## src/rtl/serial_op_sequencer_pkg.sv

```systemverilog
// Shared definitions for the serial op sequencer slice.
//   seq_state_e : 2-bit FSM state encoding (IDLE=0, LOAD=1, RUN=2, DONE=3)
//   CeilLog2    : width helper for the iteration counter
package serial_op_sequencer_pkg;

  typedef enum logic [1:0] {
    SEQ_IDLE = 2'd0,
    SEQ_LOAD = 2'd1,
    SEQ_RUN  = 2'd2,
    SEQ_DONE = 2'd3
  } seq_state_e;

  // Smallest r with 2**r >= n. Callers always pass n >= 2, so r >= 1.
  function automatic int CeilLog2(input int n);
    int r;
    r = 0;
    for (int i = 0; i < 31; i++)
      if ((1 << i) < n) r = i + 1;
    return r;
  endfunction

endpackage

```

## src/rtl/serial_op_sequencer_if.sv

```systemverilog
// Control bus between the CPU control unit (master) and the sequencer (slave).
//   start/abort/stall         : master -> sequencer
//   load_en/step_en/iter_count/
//   last_iter/busy/done       : sequencer -> master / datapath
interface serial_op_sequencer_if
  import serial_op_sequencer_pkg::*;
#(
  parameter int ITERATIONS = 32
);
  localparam int NBITS = CeilLog2(ITERATIONS);

  logic             start;
  logic             abort;
  logic             stall;
  logic             load_en;
  logic             step_en;
  logic [NBITS-1:0] iter_count;
  logic             last_iter;
  logic             busy;
  logic             done;

  modport master (
    output start, abort, stall,
    input  load_en, step_en, iter_count, last_iter, busy, done
  );

  modport slave (
    input  start, abort, stall,
    output load_en, step_en, iter_count, last_iter, busy, done
  );
endinterface

```

## src/rtl/serial_op_sequencer_counter.sv

```systemverilog
// Iteration counter for the sequencer.
//   clk, reset : clock, async active-low reset
//   clear      : force count to 0 (wins over enable)
//   enable     : advance one step; wraps to 0 after ITERATIONS-1
//   count      : current iteration index
//   terminal   : count == ITERATIONS-1
module seq_iter_counter
  import serial_op_sequencer_pkg::*;
#(
  parameter int ITERATIONS = 32,
  parameter int NBITS      = CeilLog2(ITERATIONS)
) (
  input  logic             clk,
  input  logic             reset,
  input  logic             clear,
  input  logic             enable,
  output logic [NBITS-1:0] count,
  output logic             terminal
);
  localparam logic [NBITS-1:0] LAST = NBITS'(ITERATIONS - 1);

  assign terminal = (count == LAST);

  always_ff @(posedge clk or negedge reset) begin
    if (!reset)      count <= '0;
    else if (clear)  count <= '0;
    else if (enable) count <= terminal ? '0 : count + 1'b1;
  end
endmodule

```

## src/rtl/serial_op_sequencer.sv

```systemverilog
// Control FSM for a multicycle serial datapath (shift-add mul / restoring div).
// A start in IDLE loads operands for one cycle, then issues exactly ITERATIONS
// step strobes (stalled cycles skipped), then pulses done for one cycle.
//   clk, reset : clock, async active-low reset
//   bus        : slave side of serial_op_sequencer_if
// All outputs are decoded from registered state except step_en, which also
// depends on stall/abort in the current cycle.
module serial_op_sequencer
  import serial_op_sequencer_pkg::*;
#(
  parameter int ITERATIONS = 32
) (
  input  logic                  clk,
  input  logic                  reset,
  serial_op_sequencer_if.slave  bus
);
  localparam int NBITS = CeilLog2(ITERATIONS);

  seq_state_e       state, state_nxt;
  logic             step_en;
  logic             clear;
  logic             terminal;
  logic [NBITS-1:0] count;

  assign step_en = (state == SEQ_RUN) & ~bus.stall & ~bus.abort;
  // Abort clears the count in any state; outside RUN/LOAD it is already 0.
  assign clear   = (state == SEQ_LOAD) | bus.abort;

  seq_iter_counter #(.ITERATIONS(ITERATIONS), .NBITS(NBITS)) u_cnt (
    .clk      (clk),
    .reset    (reset),
    .clear    (clear),
    .enable   (step_en),
    .count    (count),
    .terminal (terminal)
  );

  always_ff @(posedge clk or negedge reset) begin
    if (!reset) state <= SEQ_IDLE;
    else        state <= state_nxt;
  end

  always_comb begin
    state_nxt = state;
    case (state)
      SEQ_IDLE: if (bus.start) state_nxt = SEQ_LOAD;
      SEQ_LOAD: state_nxt = bus.abort ? SEQ_IDLE : SEQ_RUN;
      SEQ_RUN: begin
        if (bus.abort)               state_nxt = SEQ_IDLE;
        else if (step_en && terminal) state_nxt = SEQ_DONE;
      end
      SEQ_DONE: state_nxt = SEQ_IDLE;
      default:  state_nxt = SEQ_IDLE;
    endcase
  end

  assign bus.load_en    = (state == SEQ_LOAD);
  assign bus.step_en    = step_en;
  assign bus.iter_count = count;
  assign bus.last_iter  = (state == SEQ_RUN) & terminal;
  assign bus.busy       = (state == SEQ_LOAD) | (state == SEQ_RUN);
  assign bus.done       = (state == SEQ_DONE);
endmodule
```

## src/flat_wrapper.sv

```systemverilog
// flat-port wrapper written by rule: the top's interface ports become plain ports
module serial_op_sequencer_flat import serial_op_sequencer_pkg::*;
#(
  parameter int ITERATIONS = 32
)
  (clk, reset, bus_start, bus_abort, bus_stall, bus_load_en, bus_step_en, bus_iter_count, bus_last_iter, bus_busy, bus_done);
  serial_op_sequencer_if #(.ITERATIONS(ITERATIONS)) bus_i ();
  input  logic clk;
  input  logic reset;
  input wire logic [$bits(bus_i.start)-1:0] bus_start;
  input wire logic [$bits(bus_i.abort)-1:0] bus_abort;
  input wire logic [$bits(bus_i.stall)-1:0] bus_stall;
  output wire logic [$bits(bus_i.load_en)-1:0] bus_load_en;
  output wire logic [$bits(bus_i.step_en)-1:0] bus_step_en;
  output wire logic [$bits(bus_i.iter_count)-1:0] bus_iter_count;
  output wire logic [$bits(bus_i.last_iter)-1:0] bus_last_iter;
  output wire logic [$bits(bus_i.busy)-1:0] bus_busy;
  output wire logic [$bits(bus_i.done)-1:0] bus_done;
  assign bus_i.start = bus_start;
  assign bus_i.abort = bus_abort;
  assign bus_i.stall = bus_stall;
  assign bus_load_en = bus_i.load_en;
  assign bus_step_en = bus_i.step_en;
  assign bus_iter_count = bus_i.iter_count;
  assign bus_last_iter = bus_i.last_iter;
  assign bus_busy = bus_i.busy;
  assign bus_done = bus_i.done;
  serial_op_sequencer #(.ITERATIONS(ITERATIONS)) u_core (.clk(clk), .reset(reset), .bus(bus_i));
endmodule
```

## config.mk

```make
export PLATFORM = sky130hd
export DESIGN_NAME = serial_op_sequencer_flat
export DESIGN_NICKNAME = d
export VERILOG_FILES = /design/src/rtl/serial_op_sequencer_pkg.sv /design/src/rtl/serial_op_sequencer_if.sv /design/src/rtl/serial_op_sequencer_counter.sv /design/src/rtl/serial_op_sequencer.sv /design/src/flat_wrapper.sv
export SDC_FILE = /design/constraint.sdc
export NUM_CORES = 1
export LEC_CHECK = 0
export CELL_PAD_IN_SITES_DETAIL_PLACEMENT = 1
export CELL_PAD_IN_SITES_GLOBAL_PLACEMENT = 1
export CORE_MARGIN = 2
export CORE_UTILIZATION = 30
export DETAILED_ROUTE_END_ITERATION = 10
export PLACE_DENSITY = 0.75
export SYNTH_ARGS = -nofsm -noshare
export SYNTH_HDL_FRONTEND = slang
export SYNTH_HIERARCHICAL = 1
export SYNTH_SLANG_ARGS = --single-unit
```

## constraint.sdc

```tcl
create_clock -name clk -period 1.75 [get_ports clk]
set_input_delay 0.525 -clock clk [delete_from_list [all_inputs] [get_ports clk]]
set_output_delay 0.525 -clock clk [all_outputs]
set_load 0.1 [all_outputs]
```

Word-level counts from Yosys, hierarchy flattened
Index checks and enable logic that the tools add are counted.
{"block": "word_totals", "word_cells": 28, "output_inout_bits": 10, "input_bits": 5, "regBits": 7}
{"block": "op_classes", "mux": 8, "reduce_logical": 4, "n_bitwise": 7, "n_eq_ne": 6, "add_sub_neg": 1}
{"cell": "5-bit 2-to-1 mux", "count": 3}
{"cell": "2-bit 2-to-1 mux", "count": 4}
{"cell": "2-bit one-hot mux with 4 select lines", "count": 1}
{"cell": "5-bit by 1-bit adder with 5-bit output (second input constant)", "count": 1}
{"cell": "5-bit == test (second input constant)", "count": 1}
{"cell": "2-bit == test (second input constant)", "count": 2}
{"cell": "1-bit bitwise AND", "count": 3}
{"cell": "3-bit inequality test (second input constant)", "count": 1}
{"cell": "2-bit by 1-bit == test with 1-bit output (second input constant)", "count": 1}
{"cell": "2-bit zero test", "count": 1}
{"cell": "2-bit inequality test (second input constant)", "count": 1}
{"cell": "1-bit inverter", "count": 2}
{"cell": "1-bit OR", "count": 2}
{"cell": "2-bit AND reduction", "count": 1}
{"cell": "2-bit nonzero test", "count": 1}
{"cell": "1-bit logical AND", "count": 1}

Depth between registers and ports, before layout
Gate-level depths: netlist of the first run.
{"block": "depth", "ltp_word": 7, "mapped_depth": 8, "mapped_depth_nobuf": 7}

Hierarchy
Netlist of the first run, hierarchy kept.
{"mod": "seq_iter_counter", "n_inst": 1, "area_each_um2": 294.0, "seq_area_each_um2": 125.1, "cells_per_inst": 26}
{"mod": "serial_op_sequencer", "n_inst": 1, "area_each_um2": 197.7, "seq_area_each_um2": 50.0, "cells_per_inst": 19}

Worst setup path before layout of the first run
Ideal clock, no wire load.
{"block": "synth_timing", "kind": "register to register", "start": "register u_core.state[0]", "end": "register u_core.u_cnt.count[3]", "setup_slack_ns": -1.291, "path_stages_with_launch": 9, "period_less_slack_ns": 3.041, "n_path_buf": 1, "setup_time_ns": 0.078, "t_arrival_ns": 2.963, "t_required_ns": 1.672, "path_cell_list": "dfrtp_1 > inv_1 > ha_1 > nor2b_4 > nor2b_1 > buf_6 > nand2b_4 > or3_1 > a21oi_1"}
{"block": "synth_via", "elab_chain_len": 4, "word_cells_on_any_way": 7, "cone_classes": "2 x eq/ne; 1 x mux; 3 x bitwise; 1 x reduce/logical"}
{"element": "start: declaration", "line_no": "serial_op_sequencer.sv:19", "source": "seq_state_e state, state_nxt;"}
{"element": "start signal: assignment", "line_no": "serial_op_sequencer.sv:40", "source": "else state <= state_nxt;"}
{"element": "2-bit == test", "line_no": "serial_op_sequencer.sv:25", "source": "assign step_en = (state == SEQ_RUN) & ~bus.stall & ~bus.abort;"}
{"element": "1-bit bitwise AND (2 in series)", "line_no": "serial_op_sequencer.sv:25"}
{"element": "named net bus_step_en", "line_no": "flat_wrapper.sv:14", "source": "output wire logic [$bits(bus_i.step_en)-1:0] bus_step_en;"}
{"element": "2-bit nonzero test (no line)"}
{"element": "end signal: assignment", "line_no": "serial_op_sequencer_counter.sv:27", "source": "else if (enable) count <= terminal ? '0 : count + 1'b1;"}
{"element": "end: declaration", "line_no": "serial_op_sequencer_counter.sv:17", "source": "output logic [NBITS-1:0] count,"}
The timed path passes the listed nets, and every way through them passes these cells.
A chain may end at the register's enable or synchronous reset.

Worst setup path after layout of the first run
{"block": "layout_timing", "start": "register u_core.u_cnt.count[0]", "end": "output bus_last_iter"}
{"block": "layout_via", "elab_chain_len": 2}
{"element": "5-bit == test", "line_no": "serial_op_sequencer_counter.sv:22", "source": "assign terminal = (count == LAST);"}
{"element": "named net u_core.terminal", "line_no": "serial_op_sequencer.sv:22", "source": "logic terminal;"}
{"element": "1-bit bitwise AND", "line_no": "serial_op_sequencer.sv:60", "source": "assign bus.last_iter = (state == SEQ_RUN) & terminal;"}
{"element": "end: declaration", "line_no": "flat_wrapper.sv:16", "source": "output wire logic [$bits(bus_i.last_iter)-1:0] bus_last_iter;"}
The timed path passes the listed nets, and every way through them passes these cells.

==> results of run 1 <==
## kinds of logic after synthesis
kind of cell             Yosys count
AO/OA/AOI/OAI                      8
adder cells (fa/ha/maj)            6
buffers and inverters              4
flip-flops                         7
multiplexers                       4
AND/OR/NAND/NOR                   16
## worst max-delay path: stages (launching register included)
cell     delay, ns
dfrtp_4       0.48
ha_4          0.17
and3_4        0.18
ha_4          0.15
and2_4        0.14
buf_12        0.16
## per-stage QoR
stage | worst slack (ns) | hold WS, ns
CTS | -0.292 | 0.539
finish | -0.279 | 0.544
global placement | -0.311 | 0.597
floorplan | -0.363 | 0.229
global route | -0.314 | 0.561
detailed placement | -0.342 | 0.611
## cells in the final DEF (no fill, tap or decap), types with 2 or more instances in the layout
master,n
a21oi_2,2
buf_12,10
buf_4,13
buf_6,3
clkbuf_4,3
clkdlybuf4s50_1,2
dfrtp_2,4
dfrtp_4,2
dlygate4sd2_1,2
ha_4,5
inv_2,2
mux2i_1,3
nand2b_4,2
nor2_1,4
nor2b_4,2
o21ai_1,2
## path summary, 6_finish.rpt
kind / end / cells past startpoint / startpoint / slack (ns)
hold / removal: u_core/state[0] / 1 / reset / 0.54
setup reg to reg: u_core/u_cnt/count[3] / 8 / u_core/u_cnt/count[0] / -0.14
max in group asynchronous: u_core/u_cnt/count[1] / 1 / reset / 0.94
min in group clk: u_core/u_cnt/count[3] / 2 / u_core/u_cnt/count[3] / 0.65
setup / recovery: bus_last_iter / 5 / u_core/u_cnt/count[0] / -0.28
hold reg to reg: u_core/u_cnt/count[3] / 2 / u_core/u_cnt/count[3] / 0.65
## repair_timing
item / CTS / global route
setup buffers: 5 / 2
cloned: 0 / 0
pin swaps: 8 / 5
endpoints found under the hold margin: 0 / 0
gates resized for setup: 12 / 9
endpoints found under the setup margin: 4 / 9
## layout make-up
| cell class | count | area (sq um) | share of cell area [%] |
|---|---|---|---|
| Clock buffer | 4 | 26.3 | 2.61 |
| Sequential cell | 7 | 188 | 18.6 |
| Multi-Input combinational cell | 34 | 394 | 39.1 |
| Tap cell | 16 | 20.0 | 1.99 |
| Timing Repair Buffer | 30 | 369 | 36.6 |
| Inverter | 3 | 11.3 | 1.12 |
## power breakdown
part           switching [mW]  internal [mW]  leakage [nW]
combinational           0.588          0.400         0.308
clock                  0.0475         0.0862        0.0150
sequential             0.0260          0.191        0.0848
## registers in the layout, indices dropped and copies added (netlist names)
| signal | cells |
|---|---|
| u_core/state | 2 |
| u_core/u_cnt/count | 5 |
## routing by layer
| metal | track usage [%] | vias up |
|---|---|---|
| met5 | 0 | - |
| met4 | 3.64 | 0 |
| met3 | 2.45 | 0 |
| met2 | 24.1 | 5 |
| met1 | 21.6 | 219 |
| li1 | - | 222 |
==> reports/results.ini, run 1 <==
[run_status]
outcome = finished, violations left
violations = negative setup slack

[die]
io_pins = 15
die_y_um = 44.5
initial_core_util_pct = 32.3
std_cell_rows = 14
die_area_sq_um = 1980
core-area_sq_um = 1520
die_w_um = 44.5

[logic_synthesis]
yosysTopAreaCell = dfrtp_1
syn_nets = 56
synthTopCellsByCount = 7 x dfrtp_1, 6 x ha_1, 5 x nor2_1
netlist.area_leader.share_pct = 35.6
synth.most_common_cell = dfrtp_1
synth_compound_area_share_pct = 10.2
async_reset_ff_share_pct = 100
ys_types = 22
ys_seq_elements = 7
synth_top_family_by_area = simple AND/OR/NAND/NOR gates
synth_mux_area_share_pct = 8.40
yosysWarnings = 6
synth.area.top_cells = dfrtp_1 36%, ha_1 15%, mux2i_1 6.1%
ys.flop_type = dfrtp_1
netlist_area_sq_um = 492
synthSimpleGateAreaFrac_pct = 26.0
syn_avg_cell_area_sq_um = 10.9
synth_edf_count = 0
synth_cells = 45
synthAdderAreaFrac_pct = 15.3
yosysSeqAreaShare_pct = 35.6
synth-xor-area-share_pct = 0

[placement]
finalWeightedCongestion = 0.691
placed_cell_area_sq_um = 880
place_hpwl_um = 1080
place.detailed.instances = 86
io_buffers = 14

[sta]
worst_pin_slew_ns = 0.308
fin_crit_sh_pct = 116
setup_viol = 6
rsz0062_at_grt = yes
final.setup.tns_ns = -0.621
hold_viol = 0
clock_skew_ns = 0.00226
relSlewSlack_pct = 79.4
fin_ws_ns = -0.279
max_freq_mhz = 493
period_minus_slack_ns = 2.03
slew_violations = 0

[detailed_routing]
wl_per_cell_um = 15.1
wl_met2_um = 722
totalWireLength_um = 1420
met1_length_um = 674
route.detailed.drc = 0
dr.pass1.iters = 3
ant_nets = 0
viasPerCell = 4.74
dr_total_vias = 446
drt_iter0_drc = 5
top_layer = met3
met3_length_um = 18

[clock_network]
clkTransAtPathRegs_ns = 0.05
hold_buffers = 0
clock-sinks = 7
clock_latency_ns = 0.24
cts_buffers = 3
ctsLongestPathBuffers = 2
h-tree-depth = 1
cts_tree = built
cts-root-buf = clkbuf_4

[grt]
grt_pass1_vias = 465
antenna_found_initial = 0
gr-total-overflow = 0
grt_usage_pct = 15.2
grt_max_degree = 8
grt_pass1_wl_um = 2210

[power_and_ir_drop]
p_total_mw = 1.34
peakVddDrop_mv = 1.41
p_leak_nw = 0.408
power_density_nw_per_um2 = 1330

[critical_path]
cp.arrival_ns = 1.50
startpoint_type = flop
critPathCaptureType = primary output
crit_type = reg -> out
crit_path_max_fanout = 2
critPathRequiredTime_ns = 1.22

[finish]
diodes = 0
fin_util_pct = 66.2
stdcell_count = 94
area_delta_synth_final_pct = 105
drive_above_1_share_pct = 73.1
fill_cells = 147
design_area_sq_um = 1010
final_nets = 90

[worst_hold_path]
hold_path.class = in -> async

[run]
drv_cap = 0

Note: power is estimated with default switching activity, not from simulation.
==> run 2, diff against run 1 <==
- CAP_MARGIN: default -> 10
- PLACE_DENSITY: 0.75 -> 0.8
==> run 2 against run 1 <==
Net effect:
- sequential power grew 2%
- clock skew up 0.00063 ns
- cell count is 1.1% higher
- the run still ends with negative setup slack left
- highest routed layer unchanged
- flip-flop and latch count unchanged
- first-iteration DRC count down 80%
- largest power group unchanged
==> reports/results.ini, run 2 (synthesis results as in run 1) <==
[run_status]
outcome = finished, violations left
violations = negative setup slack

[sta]
hold_slack_ns = 0.540  ; -0.00356 ns
rsz0062_at_grt = yes
slew_violations = 0  ; unchanged
relSlewSlack_pct = 78.4  ; -1.0 points
worst_pin_slew_ns = 0.323  ; +0.0152 ns
clock_skew_ns = 0.00290  ; +0.000632 ns
setup_viol = 3  ; -3
fin_crit_sh_pct = 116  ; +0.22 points
final.setup.tns_ns = -0.448  ; +0.172 ns
period_minus_slack_ns = 2.03  ; +0.00386 ns
hold_viol = 0  ; unchanged
fin_ws_ns = -0.283  ; -0.00385 ns
max_freq_mhz = 492  ; -0.19%

[detailed_routing]
viasPerCell = 4.76  ; +0.28%
route.detailed.drc = 0  ; unchanged
wl_per_cell_um = 15.1  ; about the same
drt_iter0_drc = 1  ; -4
totalWireLength_um = 1430  ; +1.1%
dr.pass1.iters = 2  ; -1
dr_total_vias = 452  ; +1.3%
ant_nets = 0  ; unchanged

[clock_network]
ctsLongestPathBuffers = 2  ; unchanged
clock_latency_ns = 0.25  ; about the same
cts-root-buf = clkbuf_4
h-tree-depth = 1  ; unchanged
cts_tree = built
clock-sinks = 7  ; unchanged
clkTransAtPathRegs_ns = 0.05  ; about the same
cts_buffers = 3  ; unchanged
hold_buffers = 0  ; unchanged

[grt]
gr-total-overflow = 0  ; unchanged
grt_usage_pct = 15.6  ; +0.36 points
grt_pass1_wl_um = 2210  ; +0.27%
grt_max_degree = 8  ; unchanged
antenna_found_initial = 0  ; unchanged
grt_pass1_vias = 497  ; +6.9%

[finish]
multiInputGateArea_sq_um = 385  ; -2.2%
stdcell_count = 95  ; +1.1%
layout_commonest_cell = buf_4
top_register = u_core/u_cnt/count
largest_reg_flops = 5  ; unchanged
drive_above_1_share_pct = 73.4  ; +0.34 points
layout_common_cells = 15 x buf_4, 11 x buf_12, 5 x ha_4
final_nets = 91  ; +1.1%
fill_cells = 145  ; -1.4%
diodes = 0  ; unchanged
area_delta_synth_final_pct = 106
reg_top3 = u_core/u_cnt/count (5), u_core/state (2)
design_area_sq_um = 1010  ; +0.37%
seqCellArea_sq_um = 188  ; unchanged

[power_and_ir_drop]
p_int_mw = 0.718  ; +6.2%
switchingPower_mw = 0.679  ; +2.7%
peakVddDrop_mv = 1.68  ; +19%
clkPwrFrac_pct = 10.2  ; +0.2 points
p_leak_nw = 0.409  ; +0.29%
pwr-share-comb_pct = 74.0  ; +0.2 points
sw_frac_of_total_pct = 48.6  ; -0.83 points
power_density_nw_per_um2 = 1380  ; +4.1%
seqPwrFrac_pct = 15.8  ; -0.4 points

[critical_path]
critPathRequiredTime_ns = 1.22  ; about the same
crit_path_max_fanout = 2  ; unchanged
critPathCaptureType = primary output
startpoint_type = flop
cpMostUsedCell = ha_4
crit_slowest_cell = dfrtp_4
crit_type = reg -> out
cp.arrival_ns = 1.51  ; about the same
cp_cell_sequence = ha_4 > and3_4 > ha_4 > and2_4 > buf_12
slowest_delay_ns = 0.48  ; about the same

[die]
die_area_sq_um = 1980  ; unchanged
initial_core_util_pct = 32.3  ; unchanged
die_w_um = 44.5  ; unchanged
core-area_sq_um = 1520  ; unchanged
std_cell_rows = 14  ; unchanged
die_y_um = 44.5  ; unchanged
io_pins = 15  ; unchanged

[run]
drv_cap = 0  ; unchanged

[placement]
placed_cell_area_sq_um = 892  ; +1.4%
io_buffers = 14  ; unchanged
place.detailed.instances = 86  ; unchanged
finalWeightedCongestion = 0.710  ; +2.9%
post-place-ws_ns = -0.319  ; +0.0232 ns
place_hpwl_um = 1120  ; +3.2%

[worst_hold_path]
hold_path.class = in -> async

[run 2: layer usage]
metal	GRT usage [%]	wire [um]	vias to the layer above
met3	4.90	24	0
met2	26.7	781	6
met5	0	0	-
met4	3.64	0	0
met1	18.9	624	220
li1	-	-	226
[run 2: worst paths after layout]
check / slack [ns] / cells past startpoint / endpoint / start
max: -0.28 / 5 / bus_last_iter / u_core/u_cnt/count[1]
max reg2reg: -0.04 / 7 / u_core/u_cnt/count[3] / u_core/u_cnt/count[1]
max in group asynchronous: 0.94 / 1 / u_core/u_cnt/count[0] / reset
min in group clk: 0.62 / 2 / u_core/u_cnt/count[3] / u_core/u_cnt/count[3]
min: 0.54 / 1 / u_core/u_cnt/count[4] / reset
min reg2reg: 0.62 / 2 / u_core/u_cnt/count[3] / u_core/u_cnt/count[3]
[run 2: what timing repair did]
| action | 4_1_cts | 5_1_grt |
|---|---|---|
| endpoints found under the setup margin | 6 | 9 |
| resized for setup | 10 | 6 |
| buffers inserted | 3 | 5 |
| pin swaps | 7 | 5 |
| hold endpoints to repair | 0 | 0 |
[run 2: worst max-delay path: cells and delay by family (launching register included)]
family,cells,cell delay [ns]
flops,1,0.48
buf+inv,1,0.16
simple gates,2,0.31
fa+ha+maj,2,0.32
[run 2: power by group through the flow]
stage                     Clock [mW]  Combinational (mW)  Sequential (mW)
final                          0.143                1.03            0.221
after global routing           0.165                1.08            0.223
after CTS                      0.150               0.973            0.221
after detailed placement           0               0.888            0.212
after global placement             0               0.871            0.210
after floorplan                    0               0.559            0.220
[run 2: per-stage QoR]
stage          total power [mW]  util [%]
3_3_place_gp               1.08      58.5
2_1_floorplan             0.779         -
5_1_grt                    1.47      66.4
6_report                   1.40      66.4
3_5_place_dp               1.10      58.5
4_1_cts                    1.34      63.9
[run 2: layout make-up]
class	count	share of cell area [%]
flip-flops and latches	7	18.5
repair buffers	31	37.7
well taps	16	1.98
clock buffers	4	2.60
inverters	3	1.11
multi-input cells	34	38.1
